[config.mk]
export PLATFORM = sky130hd
export DESIGN_NAME = yuv422_unpacker_flat
export DESIGN_NICKNAME = d
export VERILOG_FILES = /design/src/rtl/yuv422_unpacker_if.sv /design/src/rtl/yuv422_unpacker.sv /design/src/flat_wrapper.sv
export SDC_FILE = /design/constraint.sdc
export NUM_CORES = 1
export LEC_CHECK = 0
export BUFFER_PORTS_ARGS = -buffer_cell sky130_fd_sc_hd__buf_4
export CORE_MARGIN = 2
export CORE_UTILIZATION = 54
export CTS_BUF_LIST = sky130_fd_sc_hd__clkbuf_4 sky130_fd_sc_hd__clkbuf_8
export CTS_CLUSTER_SIZE = 8
export DETAILED_ROUTE_END_ITERATION = 8
export PLACE_DENSITY_LB_ADDON = 0.25
export RECOVER_POWER = 25
export SETUP_SLACK_MARGIN = 0.5
export SYNTH_ARGS = -nofsm -noshare
export SYNTH_HDL_FRONTEND = slang
export SYNTH_SLANG_ARGS = --single-unit
[constraint.sdc]
create_clock -name clk -period 4.1 [get_ports clk]
set_input_delay 0.615 -clock clk [delete_from_list [all_inputs] [get_ports clk]]
set_output_delay 0.615 -clock clk [all_outputs]
set_load 0.02 [all_outputs]
[src/rtl/yuv422_unpacker_if.sv]
// Byte-in / pixel-out bus of the 4:2:2 unpacker. The slave side is the unpacker.
// The master side drives CTE bytes and downstream ready.
interface yuv422_unpacker_if #(
   parameter int AW = 2
);
   logic          in_valid;
   logic [7:0]    in_byte;
   logic          phase_clr;
   logic          pix_ready;
   logic          pix_valid;
   logic [23:0]   pix_yuv;
   logic [AW:0]   level;
   logic          overflow;
   logic [1:0]    phase;

   modport master (
      output in_valid, in_byte, phase_clr, pix_ready,
      input  pix_valid, pix_yuv, level, overflow, phase
   );

   modport slave (
      input  in_valid, in_byte, phase_clr, pix_ready,
      output pix_valid, pix_yuv, level, overflow, phase
   );
endinterface

[src/rtl/yuv422_unpacker.sv]
// Reassembles the serial U,Y0,V,Y1 byte stream into pixel pairs and buffers them.
// Each stored pair is emitted as two 4:4:4 pixels {Y,U,V} over a ready/valid port.
module yuv422_unpacker #(
   parameter int DEPTH = 4,
   parameter int AW    = 2
) (
   input  logic               clk,
   input  logic               reset,
   yuv422_unpacker_if.slave   bus
);
   localparam logic [AW:0]   LVL_FULL = (AW+1)'(DEPTH);
   localparam logic [AW:0]   LVL_ONE  = (AW+1)'(1);
   localparam logic [AW-1:0] PTR_ONE  = AW'(1);

   logic [1:0]    phase_q;
   logic [7:0]    u_q, y0_q, v_q;
   logic [31:0]   mem [DEPTH];
   logic [AW-1:0] wr_ptr, rd_ptr;
   logic [AW:0]   level_q;
   logic          half_q;
   logic          ovf_q;

   logic          byte_take;
   logic          push;
   logic          push_ok;
   logic          pair_pop;
   logic          xfer;
   logic          not_empty;
   logic [31:0]   head;

   assign byte_take = bus.in_valid & ~bus.phase_clr;
   assign push      = byte_take & (phase_q == 2'd3);
   assign not_empty = (level_q != '0);
   assign xfer      = not_empty & bus.pix_ready;
   assign pair_pop  = xfer & half_q;
   // A full FIFO still accepts the pair when the head leaves on the same edge.
   assign push_ok   = push & ((level_q != LVL_FULL) | pair_pop);
   assign head      = mem[rd_ptr];

   // Stored word layout: {U, Y0, V, Y1}.
   always_comb begin
      bus.pix_yuv = 24'h0;
      if (not_empty)
         bus.pix_yuv = {(half_q ? head[7:0] : head[23:16]), head[31:24], head[15:8]};
   end

   assign bus.pix_valid = not_empty;
   assign bus.level     = level_q;
   assign bus.overflow  = ovf_q;
   assign bus.phase     = phase_q;

   always_ff @(posedge clk or posedge reset) begin
      if (reset) begin
         phase_q <= 2'd0;
         u_q     <= 8'h0;
         y0_q    <= 8'h0;
         v_q     <= 8'h0;
         wr_ptr  <= '0;
         rd_ptr  <= '0;
         level_q <= '0;
         half_q  <= 1'b0;
         ovf_q   <= 1'b0;
      end else begin
         if (bus.phase_clr)
            phase_q <= 2'd0;
         else if (bus.in_valid)
            phase_q <= phase_q + 2'd1;

         if (byte_take) begin
            case (phase_q)
               2'd0:    u_q  <= bus.in_byte;
               2'd1:    y0_q <= bus.in_byte;
               2'd2:    v_q  <= bus.in_byte;
               default: ;
            endcase
         end

         if (push_ok)
            wr_ptr <= wr_ptr + PTR_ONE;
         if (pair_pop)
            rd_ptr <= rd_ptr + PTR_ONE;

         case ({push_ok, pair_pop})
            2'b10:   level_q <= level_q + LVL_ONE;
            2'b01:   level_q <= level_q - LVL_ONE;
            default: ;
         endcase

         if (xfer)
            half_q <= ~half_q;

         if (push & ~push_ok)
            ovf_q <= 1'b1;
      end
   end

   // Storage carries no reset; occupancy is tracked by level_q alone.
   always_ff @(posedge clk) begin
      if (push_ok)
         mem[wr_ptr] <= {u_q, y0_q, v_q, bus.in_byte};
   end
endmodule

[src/flat_wrapper.sv]
// flat-port wrapper written by rule: the top's interface ports become plain ports
module yuv422_unpacker_flat 
#(
   parameter int DEPTH = 4,
   parameter int AW    = 2
)
  (clk, reset, bus_in_valid, bus_in_byte, bus_phase_clr, bus_pix_ready, bus_pix_valid, bus_pix_yuv, bus_level, bus_overflow, bus_phase);
  yuv422_unpacker_if #(.AW(AW)) bus_i ();
  input  logic clk;
  input  logic reset;
  input wire logic [$bits(bus_i.in_valid)-1:0] bus_in_valid;
  input wire logic [$bits(bus_i.in_byte)-1:0] bus_in_byte;
  input wire logic [$bits(bus_i.phase_clr)-1:0] bus_phase_clr;
  input wire logic [$bits(bus_i.pix_ready)-1:0] bus_pix_ready;
  output wire logic [$bits(bus_i.pix_valid)-1:0] bus_pix_valid;
  output wire logic [$bits(bus_i.pix_yuv)-1:0] bus_pix_yuv;
  output wire logic [$bits(bus_i.level)-1:0] bus_level;
  output wire logic [$bits(bus_i.overflow)-1:0] bus_overflow;
  output wire logic [$bits(bus_i.phase)-1:0] bus_phase;
  assign bus_i.in_valid = bus_in_valid;
  assign bus_i.in_byte = bus_in_byte;
  assign bus_i.phase_clr = bus_phase_clr;
  assign bus_i.pix_ready = bus_pix_ready;
  assign bus_pix_valid = bus_i.pix_valid;
  assign bus_pix_yuv = bus_i.pix_yuv;
  assign bus_level = bus_i.level;
  assign bus_overflow = bus_i.overflow;
  assign bus_phase = bus_i.phase;
  yuv422_unpacker #(.DEPTH(DEPTH), .AW(AW)) u_core (.clk(clk), .reset(reset), .bus(bus_i));
endmodule
=== Yosys cells after proc, flatten, opt, wreduce, memory -nomap -nowiden ===
Memory sizes are Yosys's and may differ from the RTL's.
Index checks and enable logic that the tools add are counted.
W data, S select, Z words.

* Register bits after elaboration: 35
* Memory bits (writable): 128
* Memories: 1

* Add/sub/neg operators: 5
* Equality and inequality tests: 6
* Muxes and demuxes: 7
* Bitwise operators: 10
* Reduce and logical (&&, ||, !) cells: 7

{| class="wikitable"
|+ Memory list
! memory !! depth !! bits a word !! read ports !! clocked after memory_dff !! wr ports !! RTL line !! source
|-
| u_core.mem || 4 || 32 || 1 || 0 || 1 || yuv422_unpacker.sv:17 || <nowiki>logic [31:0] mem [DEPTH];</nowiki>
|}

{| class="wikitable"
|+ Operators by type and width
! kind !! count
|-
| $mux W24 || 1
|-
| $mux W8 || 1
|-
| $add A2 B1 Y2 const B || 3
|-
| $and A1 B1 Y1 || 6
|-
| $eq A2 B2 Y1 const B || 3
|-
| $pmux W3 S2 || 1
|-
| $reduce_and A2 Y1 || 3
|-
| $eq A2 B1 Y1 const B || 2
|-
| $mux W2 || 2
|-
| $reduce_bool A2 Y1 || 2
|-
| $add A3 B1 Y3 const B || 1
|-
| $ne A3 B3 Y1 const B || 1
|-
| $not A1 Y1 || 3
|-
| $reduce_bool A3 Y1 || 1
|-
| $sub A3 B1 Y3 const B || 1
|-
| $logic_not A2 Y1 || 1
|-
| $mux W1 || 2
|-
| $or A1 B1 Y1 || 1
|}

=== Longest topological paths before layout ===
* Depth after elaboration: 7
* Depth in mapped cells: 10

=== Worst setup path after synthesis ===
Ideal clock, no wire load.

* Kind: reg-to-reg
* Start point: register u_core.phase_q[0] (netlist: u_core.bus.phase[0])
* End point: memory u_core.mem[0][0], enable pin
* Library setup time: 0.392 ns
* Arrival: 1.877 ns
* Setup slack: 1.831 ns
* Cell stages (with the launch flop): 5
* Path buffers: 0
* Period minus slack after synthesis: 2.269 ns
* Cell sequence: dfrtp_1 ha_1 nand3b_1 a31oi_4 and2_1

* Word-level cells in the longest chain between the ends: 5

{| class="wikitable"
|+ RTL lines
! what !! RTL line !! source
|-
| start, declared || yuv422_unpacker.sv:15 || <nowiki>logic [1:0] phase_q;</nowiki>
|-
| start signal, assigned || yuv422_unpacker.sv:67 || <nowiki>phase_q <= phase_q + 2'd1;</nowiki>
|-
| $eq A2 B2 Y1 || yuv422_unpacker.sv:32 || <nowiki>assign push = byte_take & (phase_q == 2'd3);</nowiki>
|-
| $and A1 B1 Y1 || yuv422_unpacker.sv:32 ||
|-
| $and A1 B1 Y1 || yuv422_unpacker.sv:37 || <nowiki>assign push_ok = push & ((level_q != LVL_FULL) | pair_pop);</nowiki>
|-
| $mux W1 || yuv422_unpacker.sv:99 || <nowiki>if (push_ok)</nowiki>
|-
| $mux W1 (not written as such) || yuv422_unpacker.sv:100 || <nowiki>mem[wr_ptr] <= {u_q, y0_q, v_q, bus.in_byte};</nowiki>
|-
| end, declared || yuv422_unpacker.sv:17 ||
|}

Every way passes these cells.

=== Worst setup path after layout ===
* Start point: register u_core.rd_ptr[0]
* End point: output bus_pix_yuv[21]

* Word-level cells in the longest chain between the ends: 3

{| class="wikitable"
|+ RTL lines
! what !! RTL line !! source
|-
| start, declared || yuv422_unpacker.sv:18 || <nowiki>logic [AW-1:0] wr_ptr, rd_ptr;</nowiki>
|-
| start signal, assigned || yuv422_unpacker.sv:81 || <nowiki>rd_ptr <= rd_ptr + PTR_ONE;</nowiki>
|-
| $mem_v2 Z4 W32 || - ||
|-
| $mux W8 || yuv422_unpacker.sv:44 || <nowiki>bus.pix_yuv = {(half_q ? head[7:0] : head[23:16]), head[31:24], head[15:8]};</nowiki>
|-
| $mux W24 || yuv422_unpacker.sv:43 || <nowiki>if (not_empty)</nowiki>
|-
| end, declared || flat_wrapper.sv:16 || <nowiki>output wire logic [$bits(bus_i.pix_yuv)-1:0] bus_pix_yuv;</nowiki>
|}

Every way passes these cells.

==> impl_metrics.json <==
{
  "core_area_um2": 11600,
  "dp.cells": 523,
  "start_kind": "register",
  "clockBufferDepth": 2,
  "power_density_nw_per_um2": 670,
  "die_h_um": 113,
  "fin_nets": 422,
  "grt_usage": 0.184,
  "synth_top_family_by_area": "multiplexers",
  "hold_path.class": "in2async",
  "drt_iter0_drc": 211,
  "crit_chain": "buf_4 > buf_4 > mux2i_1 > a22oi_1 > and3_1 > buf_4",
  "drive_gt1_frac": 0.286,
  "syn_area_um2": 6460,
  "gp_congestion": 0.748,
  "finalCoreUtilization": 0.632,
  "yosysMostFrequentCell": "edfxtp_1",
  "grt_antenna_before_repair": 0,
  "synthFlopType": "edfxtp_1",
  "synth_mux_area_frac": 0.152,
  "netlist_top_cells_area": "edfxtp_1 (59%), dfrtp_1 (14%), mux4_2 (5.6%)",
  "clock_latency_ns": 0.44,
  "ys_warn_count": 0,
  "use_met1": 0.242,
  "h-tree-depth": 4,
  "status": "finished, final reports clean",
  "ys_seq_elements": 163,
  "synth_xor_area_frac": 0.0108,
  "cts_tree": "built",
  "relSlewSlack": 0.366,
  "die_w_um": 113,
  "synth-simple-area-share": 0.0430,
  "maxCapViolCount": 0,
  "crit_type": "reg2out",
  "syn-mean-instance-area_um2": 18.8,
  "viasPerCell": 5.56,
  "skew_ns": 0.0121,
  "holdBufCountCts": 0,
  "fin_hold_ws_ns": 0.292,
  "post-place-ws_ns": 1.17,
  "clk_pin_slew_ns": 0.08,
  "syn_inst": 344,
  "crit_path_max_fanout": 25,
  "busiest_layer": "met2",
  "vias": 3088,
  "yosysSeqAreaShare": 0.730,
  "cts.sinks": 163,
  "critical_path_required_ns": 3.48,
  "synthArstFlopShare": 0.215,
  "worst_pin_slew_ns": 0.951,
  "grt_start_max_net_pins": 36,
  "syn_nets": 367,
  "yosysTopAreaCell": "edfxtp_1",
  "synth-edff-count": 128,
  "synth_top_cell_area_share": 0.595,
  "grt_overflow": 0,
  "irDropWorstVdd_mv": 0.408,
  "crit_arrival_ns": 2.60,
  "slowest_stage": "dfrtp_2",
  "period_share": 0.784,
  "cts_buffers": 17,
  "ys_types": 30,
  "grt_first_pass_wirelength_um": 17000,
  "port_buffers": 43,
  "synth_compound_area_frac": 0.0230,
  "finalSetupViolCount": 0,
  "period_needed_ns": 3.21,
  "ioPinCount": 44,
  "routedWlPerCell_um": 19.6,
  "p_leak_nw": 2.71,
  "fin_cells": 555,
  "setup_tns_ns": 0,
  "cp_common_cell": "buf_4",
  "slowest_delay_ns": 0.57,
  "design.die.area_um2": 12900,
  "cts_root_buf": "clkbuf_8",
  "met2_usage": 0.296,
  "end_kind": "output port",
  "core.rowCount": 39,
  "grt_pass1_vias": 3145,
  "post_cts_resized": 0,
  "synth_common_cells": "edfxtp_1 (128), dfrtp_1 (35), mux2i_1 (34), mux2_2 (25), and2_1 (21)",
  "use_met3": 0.0584,
  "dpl.hpwl_um": 6340,
  "fin_ws_ns": 0.886,
  "wl_um": 10900,
  "area_growth_pct": 13.1,
  "rsz0062_at_grt": "no",
  "drc_errors": 0,
  "dr.pass1.iters": 4,
  "drv_slew": 0,
  "max_freq_mhz": 311,
  "post_cts_buffers": 0,
  "ant_nets": 0,
  "start_util": 0.559,
  "diodes": 0,
  "finalHoldViolCount": 0,
  "synthAdderAreaFrac": 0.0205
}
==> cell type report <==
class,count,area (um^2)
inverters,9,33.8
clock buffers,22,284
multi-input cells,158,1610
repair buffers,50,345
well taps,143,179
clock inverters,10,134
fillers,815,4250
flip-flops and latches,163,4720
==> cells in the final DEF (no fill, tap or decap), types with 2 or more instances in the layout <==
cell | synthesis | final
a22oi_1 | 16 | 16
and2_1 | 21 | 21
and3_1 | 8 | 8
buf_4 | 3 | 42
bufinv_16 | 0 | 3
clkbuf_1 | 1 | 8
clkbuf_4 | 0 | 3
clkbuf_8 | 0 | 19
clkinv_2 | 0 | 2
clkinvlp_4 | 0 | 4
dfrtp_1 | 35 | 34
edfxtp_1 | 128 | 128
ha_1 | 9 | 9
inv_1 | 9 | 9
mux2_2 | 25 | 25
mux2i_1 | 34 | 34
mux4_2 | 16 | 16
nand2_1 | 5 | 5
nor2_1 | 5 | 5
xnor2_1 | 5 | 5
xor2_1 | 3 | 3
==> critical path: cells and delay by family, from the launching register on <==
family          cells  cell delay, ns
flops               1            0.57
compound gates      1            0.10
simple gates        1            0.23
buf+inv             3            1.02
mux                 1            0.25
==> power by group <==
group / total, W / switching (W) / internal (W)
logic: 0.00152 / 0.000771 / 0.000745
clock network: 0.00118 / 0.000532 / 0.000650
registers: 0.00220 / 0.000203 / 0.00200
==> sequential cells by signal, indices dropped and copies added (netlist names) <==
| name | flops |
|---|---|
| u_core.y0_q | 8 |
| u_core.bus.phase | 2 |
| u_core.mem | 128 |
| u_core.u_q | 8 |
| u_core.v_q | 8 |
| u_core.wr_ptr | 2 |
| u_core.bus.level | 3 |
| u_core.bus.overflow | 1 |
| u_core.half_q | 1 |
| u_core.rd_ptr | 2 |
==> cells by family (layout without fill, tap and decap cells) <==
logic type / Yosys count / in the layout
flip-flops: 163 / 163
adder cells (fa/ha/maj): 10 / 10
AND/OR/NAND/NOR: 47 / 47
buffers and inverters: 23 / 91
XOR/XNOR: 8 / 8
AO/OA/AOI/OAI: 18 / 18
multiplexers: 75 / 75
==> final timing paths <==
| kind | startpoint | end | slack, ns | cells after the start |
|---|---|---|---|---|
| min reg2reg | u_core.bus.overflow | u_core.bus.overflow | 0.49 | 1 |
| max | u_core.rd_ptr[0] | bus_pix_yuv[21] | 0.89 | 6 |
| max reg2reg | u_core.bus.level[2] | u_core.bus.level[2] | 1.42 | 8 |
| max in group asynchronous | reset | u_core.rd_ptr[0] | 3.43 | 3 |
| min in group clk | bus_phase_clr | u_core.bus.phase[0] | 0.34 | 2 |
| min | reset | u_core.bus.phase[0] | 0.29 | 3 |
==> metal layers <==
metal  wire length, um  share of wire  vias to the layer above
met1              4770           0.44                     1569
met5                 0              0                        -
met3               529          0.049                       10
met4               131          0.012                        0
li1                  -              -                     1433
met2              5430           0.50                       76
==> per-stage QoR <==
step	instance area (um^2)	total power [W]
global placement	6920	0.00374
global route	7310	0.00515
finish	7310	0.00490
detailed placement	6920	0.00377
floorplan	6460	0.00328
CTS	7340	0.00495
Power figures use the tool's default switching activity.
